[src/rtl/fetch_stage.sv]
// ============================================================================
// Module   : fetch_stage
// Brief    : RV32I instruction-fetch stage with one outstanding imem read,
//            a one-entry skid buffer and EX-driven redirect/flush.
// Revision : 1.0
// ============================================================================
`default_nettype none

module fetch_stage #(
  parameter logic [31:0] RESET_PC = 32'h1eceb000
) (
  input  logic        clk,
  input  logic        rst_n,
  output logic [31:0] imem_addr,
  output logic [3:0]  imem_rmask,
  input  logic [31:0] imem_rdata,
  input  logic        imem_resp,
  input  logic        id_stall,
  input  logic        redirect_valid,
  input  logic [31:0] redirect_pc,
  input  logic [63:0] redirect_order,
  output logic        if_valid,
  output logic [31:0] if_inst,
  output logic [31:0] if_pc_rdata,
  output logic [31:0] if_pc_wdata,
  output logic [63:0] if_order
);

  typedef enum logic [1:0] {
    S_REQ     = 2'd0,
    S_WAIT    = 2'd1,
    S_DISCARD = 2'd2
  } state_t;

  localparam logic [31:0] C_WORD_MASK = 32'hffff_fffc;

  state_t      r_state;
  state_t      w_state_nxt;
  logic        w_issue;

  logic [31:0] r_pc;
  logic [63:0] r_order;

  logic        r_skid_valid;
  logic [31:0] r_skid_inst;
  logic [31:0] r_skid_pc;
  logic [63:0] r_skid_order;

  logic        r_if_valid;
  logic [31:0] r_if_inst;
  logic [31:0] r_if_pc_rdata;
  logic [31:0] r_if_pc_wdata;
  logic [63:0] r_if_order;

  logic        w_can_load;
  logic        w_deliver;
  logic [31:0] w_pc_inc;
  logic [31:0] w_skid_pc_inc;

  assign w_can_load    = !id_stall || !r_if_valid;
  assign w_deliver     = (r_state == S_WAIT) && imem_resp && !redirect_valid;
  assign w_pc_inc      = r_pc + 32'd4;
  assign w_skid_pc_inc = r_skid_pc + 32'd4;

  assign imem_addr   = r_pc;
  assign imem_rmask  = w_issue ? 4'hf : 4'h0;
  assign if_valid    = r_if_valid;
  assign if_inst     = r_if_inst;
  assign if_pc_rdata = r_if_pc_rdata;
  assign if_pc_wdata = r_if_pc_wdata;
  assign if_order    = r_if_order;

  always_ff @(posedge clk) begin
    if (!rst_n) begin
      r_state <= S_REQ;
    end else begin
      r_state <= w_state_nxt;
    end
  end

  // A redirect racing a response in WAIT/DISCARD consumes that response,
  // so no drop is owed afterwards.
  always_comb begin
    w_state_nxt = r_state;
    w_issue     = 1'b0;
    case (r_state)
      S_REQ: begin
        if (rst_n && !r_skid_valid && !redirect_valid) begin
          w_issue     = 1'b1;
          w_state_nxt = S_WAIT;
        end
      end
      S_WAIT: begin
        if (imem_resp) begin
          w_state_nxt = S_REQ;
        end else if (redirect_valid) begin
          w_state_nxt = S_DISCARD;
        end
      end
      S_DISCARD: begin
        if (imem_resp) begin
          w_state_nxt = S_REQ;
        end
      end
      default: begin
        w_state_nxt = S_REQ;
      end
    endcase
  end

  always_ff @(posedge clk) begin
    if (!rst_n) begin
      r_pc          <= RESET_PC;
      r_order       <= 64'd0;
      r_skid_valid  <= 1'b0;
      r_skid_inst   <= 32'd0;
      r_skid_pc     <= 32'd0;
      r_skid_order  <= 64'd0;
      r_if_valid    <= 1'b0;
      r_if_inst     <= 32'd0;
      r_if_pc_rdata <= 32'd0;
      r_if_pc_wdata <= 32'd0;
      r_if_order    <= 64'd0;
    end else if (redirect_valid) begin
      r_pc         <= redirect_pc & C_WORD_MASK;
      r_order      <= redirect_order;
      r_if_valid   <= 1'b0;
      r_skid_valid <= 1'b0;
    end else begin
      // Skid full implies REQ with no request issued, so drain and deliver
      // never coincide.
      if (r_skid_valid && w_can_load) begin
        r_if_valid    <= 1'b1;
        r_if_inst     <= r_skid_inst;
        r_if_pc_rdata <= r_skid_pc;
        r_if_pc_wdata <= w_skid_pc_inc;
        r_if_order    <= r_skid_order;
        r_skid_valid  <= 1'b0;
      end else if (w_deliver) begin
        if (w_can_load) begin
          r_if_valid    <= 1'b1;
          r_if_inst     <= imem_rdata;
          r_if_pc_rdata <= r_pc;
          r_if_pc_wdata <= w_pc_inc;
          r_if_order    <= r_order;
        end else begin
          r_skid_valid <= 1'b1;
          r_skid_inst  <= imem_rdata;
          r_skid_pc    <= r_pc;
          r_skid_order <= r_order;
        end
        r_order <= r_order + 64'd1;
      end else if (!id_stall) begin
        r_if_valid <= 1'b0;
      end

      if (w_deliver) begin
        r_pc <= w_pc_inc;
      end
    end
  end

endmodule

`default_nettype wire

[config.mk]
export PLATFORM = sky130hd
export DESIGN_NAME = fetch_stage
export DESIGN_NICKNAME = d
export VERILOG_FILES = /design/src/rtl/fetch_stage.sv
export SDC_FILE = /design/constraint.sdc
export NUM_CORES = 1
export LEC_CHECK = 0
export BUFFER_PORTS_ARGS = -buffer_cell sky130_fd_sc_hd__buf_2
export CAP_MARGIN = 20
export CORE_MARGIN = 10
export CORE_UTILIZATION = 56
export DETAILED_ROUTE_END_ITERATION = 12
export PLACE_DENSITY = 0.91
export SLEW_MARGIN = 20
export SYNTH_ARGS = -nofsm -noshare
export SYNTH_HDL_FRONTEND = slang
export SYNTH_SLANG_ARGS = --single-unit
[constraint.sdc]
create_clock -name clk -period 2.4 [get_ports clk]
set_input_delay 0 -clock clk [delete_from_list [all_inputs] [get_ports clk]]
set_output_delay 0 -clock clk [all_outputs]
set_load 0.05 [all_outputs]
==> results_dict.tcl, run 1 <==
set metrics [dict create \
    outcome "finished, final reports clean" \
    place_congestion 0.933 \
    hold_path.class "in2reg" \
    postSynthCellCount 2254 \
    gr-total-overflow 0 \
    min_period_ns 2.36 \
    first_global_vias 18509 \
    ant_nets 0 \
    dr_total_vias 19224 \
    peakVddDrop_v 0.000561 \
    antenna_found_initial 2 \
    die_y_um 196 \
    fillerInstances 2048 \
    synthMuxAreaShare_pct 0.765 \
    synth_warnings 0 \
    first_iter_violations 2657 \
    route.detailed.drc 0 \
    clk_latency_ns 0.52 \
    rows 64 \
    clock_skew_ns 0.0137 \
    synth.most_common_cell "nand2_1" \
    synth_xor_area_share_pct 6.57 \
    synth-simple-area-share_pct 25.6 \
    ctsRootBufferMaster "clkbuf_16" \
    fin_nets 2767 \
    required_ns 2.84 \
    clkTransAtPathRegs_ns 0.06 \
    synth_top_family_by_area "simple AND/OR/NAND/NOR gates" \
    cts_tree "done" \
    dieArea_um2 38400 \
    drt-wirelength-per-cell_um 21.3 \
    cts_buffers 39 \
    clock-sinks 380 \
    synth-compound-area-share_pct 17.5 \
    rr_worst_depth 7 \
    netlist_top_cells_area "dfxtp_1 44%, nand2_1 13%, a311oi_1 6.3%" \
    clk_path_buf_depth 3 \
    track_usage_pct 31.6 \
    final.setup.tns_ns 0 \
    p_leak_nw 8.31 \
    placed_cell_area_um2 19400 \
    whs_ns 0.0198 \
    wirelength_um 65100 \
    path_max_fanout 8 \
    design_area_um2 22100 \
    ios 330 \
    critPathCaptureType "flop" \
    dp_hpwl_um 38600 \
    ys_ff_latch 380 \
    grt_pass1_wl_um 101000 \
    setup_viol 0 \
    viasPerCell 6.29 \
    hold_violations 0 \
    min_period_over_period_pct 98.4 \
    power_density_nw_per_um2 669 \
    drtPass1Iterations 7 \
    area_delta_synth_final_pct 27.7 \
    io_buffers 321 \
    synthArstFlopShare_pct 0 \
    ys_seq_area_share_pct 43.9 \
    initial_core_util_pct 56.7 \
    yosysUniqueCellTypes 71 \
    crit_type "reg2reg" \
    synth_top_area_share_pct 43.9 \
    max_freq_mhz 423 \
    cts-htree-levels 2 \
    tightest_slew_ns 0.660 \
    netlist_area_um2 17300 \
    grt_max_degree 126 \
    yosysTopAreaCell "dfxtp_1" \
    cp_data_arrival_time_ns 2.80 \
    die_w_um 196 \
    relSlewSlack_pct 56.0 \
    yosys_most_used_dff "dfxtp_1" \
    synth_common_cells "586 x nand2_1, 380 x dfxtp_1, 195 x a21oi_1, 193 x nor2_1, 168 x clkbuf_1" \
    drv_cap 0 \
    holdPathStages 2 \
    synth.avg_cell_area_um2 7.69 \
    drive_above_1_share_pct 18.9 \
    synthAdderAreaFrac_pct 0.217 \
    critPathLaunchType "flop" \
    drv_slew 0 \
    synth_edf_count 0 \
    coreArea_um2 30600 \
]
worst paths after layout:
check,to,slack [ns],startpoint
setup / recovery,r_order[63],0.04,if_valid
hold / removal,r_order[54],0.02,redirect_valid
setup reg to reg,r_order[63],0.04,if_valid
hold reg to reg,r_skid_order[50],0.45,r_skid_order[50]
layout by cell type (no fill, tap or decap), drive strengths merged, types with 85 or more instances in the layout:
master and n:
a21oi 195, nand2 586, xnor2 90, nor2 193
o21ai 93, a311oi 125, nand3 85, dfxtp 380
buf 409, dlygate4sd3 132
per-layer routing:
metal | track usage, % | up-vias | part of all wire, % | routed length, um
li1 | - | 8506 | - | -
met1 | 36.3 | 8882 | 36 | 23100
met2 | 53.2 | 1512 | 47 | 30700
met3 | 8.42 | 322 | 12 | 7500
met4 | 15.4 | 2 | 5.7 | 3680
met5 | 0 | - | 0.026 | 17
kinds of logic (layout without fill, tap and decap cells):
group | count (synthesis) | count (layout)
buffers and inverters | 225 | 626
adders and majority gates | 3 | 3
muxes | 13 | 13
other | 1 | 7
DFF | 380 | 380
xor gates and xnor gates | 130 | 130
and+or+nand+nor | 1026 | 1026
AOI/OAI and AO/OA | 476 | 476
worst max-delay path, cell delays in order, from the launching register on:
cell and delay [ns]:
dfxtp_1 0.49, a21boi_4 0.12, or3_1 0.45, nor3_1 0.37
nand4b_1 0.15, buf_4 0.18, or3_1 0.35, a31oi_1 0.17
report_power, final:
part	internal (mW)	switching, mW	leakage [nW]
clock	3.74	2.55	0.635
combinational	0.613	1.18	4.58
sequential	6.50	0.218	3.09
metrics by stage:
stage          power (mW)  instances  setup WS, ns  util [%]
5_1_grt              15.2       3056       -0.0268      72.3
6_report             14.8       3057        0.0386      72.4
3_5_place_dp         8.38       2851        0.0493      63.4
2_1_floorplan        7.85       2259        0.0335         -
4_1_cts              14.7       3053        0.0166      72.0
3_3_place_gp         8.33       2851         0.115      63.4
flip-flops by register name, summed over array words and instances (netlist names):
register and count:
if_inst 32, if_order 64, if_pc_rdata 30, if_pc_wdata 30, if_valid 1, imem_addr 30
r_order 64, r_skid_inst 32, r_skid_order 64, r_skid_pc 30, r_skid_valid 1, r_state 2
what timing repair did:
action / CTS / global route
setup buffers: 0 / 2
hold endpoints to repair: 162 / 0
endpoints found under the setup margin: 1 / 66
resized for setup: 1 / 15
pin swaps: 0 / 1
hold buffers: 132 / 0
gates cloned: 0 / 1
cell type report:
class	count	area, um2	share of cell area (%)
Clock inverter	8	123	0.554
Tap cell	396	495	2.24
Antenna cell	1	2.50	0.0113
Multi-Input combinational cell	1654	8860	40.0
Inverter	14	62.6	0.283
Sequential cell	380	7610	34.4
Clock buffer	62	1190	5.40
Timing Repair Buffer	542	3780	17.1
Power figures use the tool's default switching activity.
==> inputs of run 2 (changes only) <==
==> constraint.sdc (replaced) <==
create_clock -name clk -period 2.3 [get_ports clk]
set_input_delay 0 -clock clk [delete_from_list [all_inputs] [get_ports clk]]
set_output_delay 0 -clock clk [all_outputs]
set_load 0.05 [all_outputs]
==> run 2 against run 1 <==
Net effect: combinational power grew 8%; final cell count grew 1.4%; clock power grew 12%; critical endpoint is now if_pc_wdata[27]; largest cell class unchanged; largest power group is now clock; highest routed layer unchanged.
==> results_dict.tcl, run 2 (synthesis results as in run 1) <==
set metrics [dict create \
    holdPathEnd "r_order[49]" \
    grt_pass1_wl_um 104000 \
    drt-wirelength-per-cell_um 21.3 \
    peakVddDrop_v 0.000440 \
    dp_hpwl_um 39400 \
    grt_use_met1_pct 37.9 \
    internal-power_mw 11.8 \
    grt_max_degree 130 \
    dr_total_vias 19497 \
    critPathLaunchType "flop" \
    rsz0062_at_grt "false" \
    fin_cells 3101 \
    drtPass1Iterations 6 \
    clkTransAtPathRegs_ns 0.06 \
    use_met2_pct 54.5 \
    gr-total-overflow 0 \
    design_area_um2 22600 \
    area_delta_synth_final_pct 30.5 \
    hold_start "redirect_valid" \
    cts-htree-levels 2 \
    dp_cells 2890 \
    final_cell_mix "585 x nand2_1, 371 x dfxtp_1, 321 x buf_2" \
    fillerInstances 2006 \
    clk_latency_ns 0.53 \
    hold_violations 0 \
    final_common_cell "nand2_1" \
    rr_endpoint "if_pc_wdata[27]" \
    setup_viol 0 \
    critPathCaptureType "flop" \
    gr-max-usage-layer "met2" \
    register_area_um2 7620 \
    drive_above_1_share_pct 20.9 \
    hold_path.class "in2reg" \
    rows 64 \
    place_congestion 0.953 \
    wirelength_um 66100 \
    initial_core_util_pct 56.7 \
    p_sw_mw 4.17 \
    combPwrFrac_pct 12.2 \
    tightest_slew_ns 0.764 \
    holdPathStages 3 \
    fin_nets 2809 \
    antenna_found_initial 4 \
    dieArea_um2 38400 \
    crit_type "reg2reg" \
    route.detailed.drc 0 \
    reg2reg_from "r_skid_pc[12]" \
    track_usage_pct 32.5 \
    clkPwrFrac_pct 44.1 \
    drv_slew 0 \
    io_buffers 321 \
    max_freq_mhz 447 \
    power_density_nw_per_um2 706 \
    first_global_vias 19197 \
    multiInputGateArea_um2 8900 \
    die_y_um 196 \
    clock-sinks 380 \
    required_ns 2.71 \
    r2r_slack_ns 0.07 \
    cp_data_arrival_time_ns 2.64 \
    drv_cap 0 \
    relSlewSlack_pct 49.1 \
    path_max_fanout 12 \
    die_w_um 196 \
    met3_usage_pct 7.14 \
    ios 330 \
    switching_share_pct 26.1 \
    clk_path_buf_depth 3 \
    p_leak_nw 8.61 \
    outcome "finished, final reports clean" \
    first_iter_violations 2863 \
    clock_skew_ns 0.0181 \
    coreArea_um2 30600 \
    rr_worst_depth 7 \
    final.setup.tns_ns 0 \
    ant_nets 0 \
    cts_buffers 40 \
    power_frac_seq_pct 43.8 \
    min_period_over_period_pct 97.2 \
    viasPerCell 6.29 \
    cts_tree "done" \
    ctsRootBufferMaster "clkbuf_16" \
    placed_cell_area_um2 19700 \
    min_period_ns 2.23 \
]
## run 2: changes by cell type in the layout (fill, tap and decap cells not counted), moves of 4 or more
cell,previous run,this run
buf_4,71,115
clkbuf_1,12,4
dfxtp_1,378,371
dfxtp_2,2,9
buf_12,10,14
bufinv_16,3,7
clkinv_2,2,6
nor4_1,19,15
## run 2: cell type report
type / instances / area share, %
multi-input cells: 1654 / 39.3
flip-flops and latches: 380 / 33.7
repair buffers: 583 / 18.1
clock buffers: 54 / 5.15
well taps: 396 / 2.19
clock inverters: 16 / 1.17
inverters: 14 / 0.277
diodes: 4 / 0.0443
## run 2: worst max-delay path by stage
stage | start | end | slack (ns)
2_1_floorplan | imem_addr[5] | imem_addr[24] | -0.01
3_3_place_gp | r_skid_pc[12] | if_pc_wdata[27] | 0.03
3_5_place_dp | r_skid_pc[12] | if_pc_wdata[27] | 0.03
4_1_cts | r_state[1] | if_order[43] | 0.002
5_1_grt | r_order[0] | r_order[34] | 0.004
6_report | r_skid_pc[12] | if_pc_wdata[27] | 0.07
## run 2: critical path, cell delays in order, from the launching register on
cell,delay (ns)
dfxtp_1,0.40
nand3_1,0.24
nor4_2,0.36
buf_4,0.24
nand2_1,0.10
or4_1,0.46
xnor2_1,0.15
o21a_1,0.17
## run 2: power by group through the flow
stage / Combinational [mW] / Clock [mW] / Sequential [mW]
global placement: 1.64 / 0 / 7.10
CTS: 1.87 / 7.01 / 6.98
finish: 1.94 / 7.03 / 6.99
global route: 2.06 / 7.29 / 7.01
detailed placement: 1.68 / 0 / 7.12
floorplan: 0.697 / 0 / 7.50
## run 2: metrics by stage
stage | hold slack (ns) | total power [mW] | worst slack (ns) | util, %
after floorplan | 0.0766 | 8.20 | -0.0135 | -
after CTS | 0.0160 | 15.9 | 0.00164 | 73.4
after global placement | 0.210 | 8.74 | 0.0256 | 64.5
final | 0.0359 | 16.0 | 0.0652 | 73.9
after global routing | 0.0691 | 16.4 | 0.00405 | 73.9
after detailed placement | 0.219 | 8.79 | 0.0348 | 64.5
## run 2: metal layers
metal | wire length, um | share of wire, %
met1 | 23400 | 35
met2 | 31400 | 47
met3 | 7260 | 11
met4 | 4050 | 6.1
met5 | 13 | 0.020
## run 2: timing repair
item / CTS / global route
hold buffers: 129 / 0
endpoints found under the hold margin: 162 / 0
setup endpoints to repair: 0 / 141
gates resized for setup: 0 / 18
buffers inserted: 0 / 7
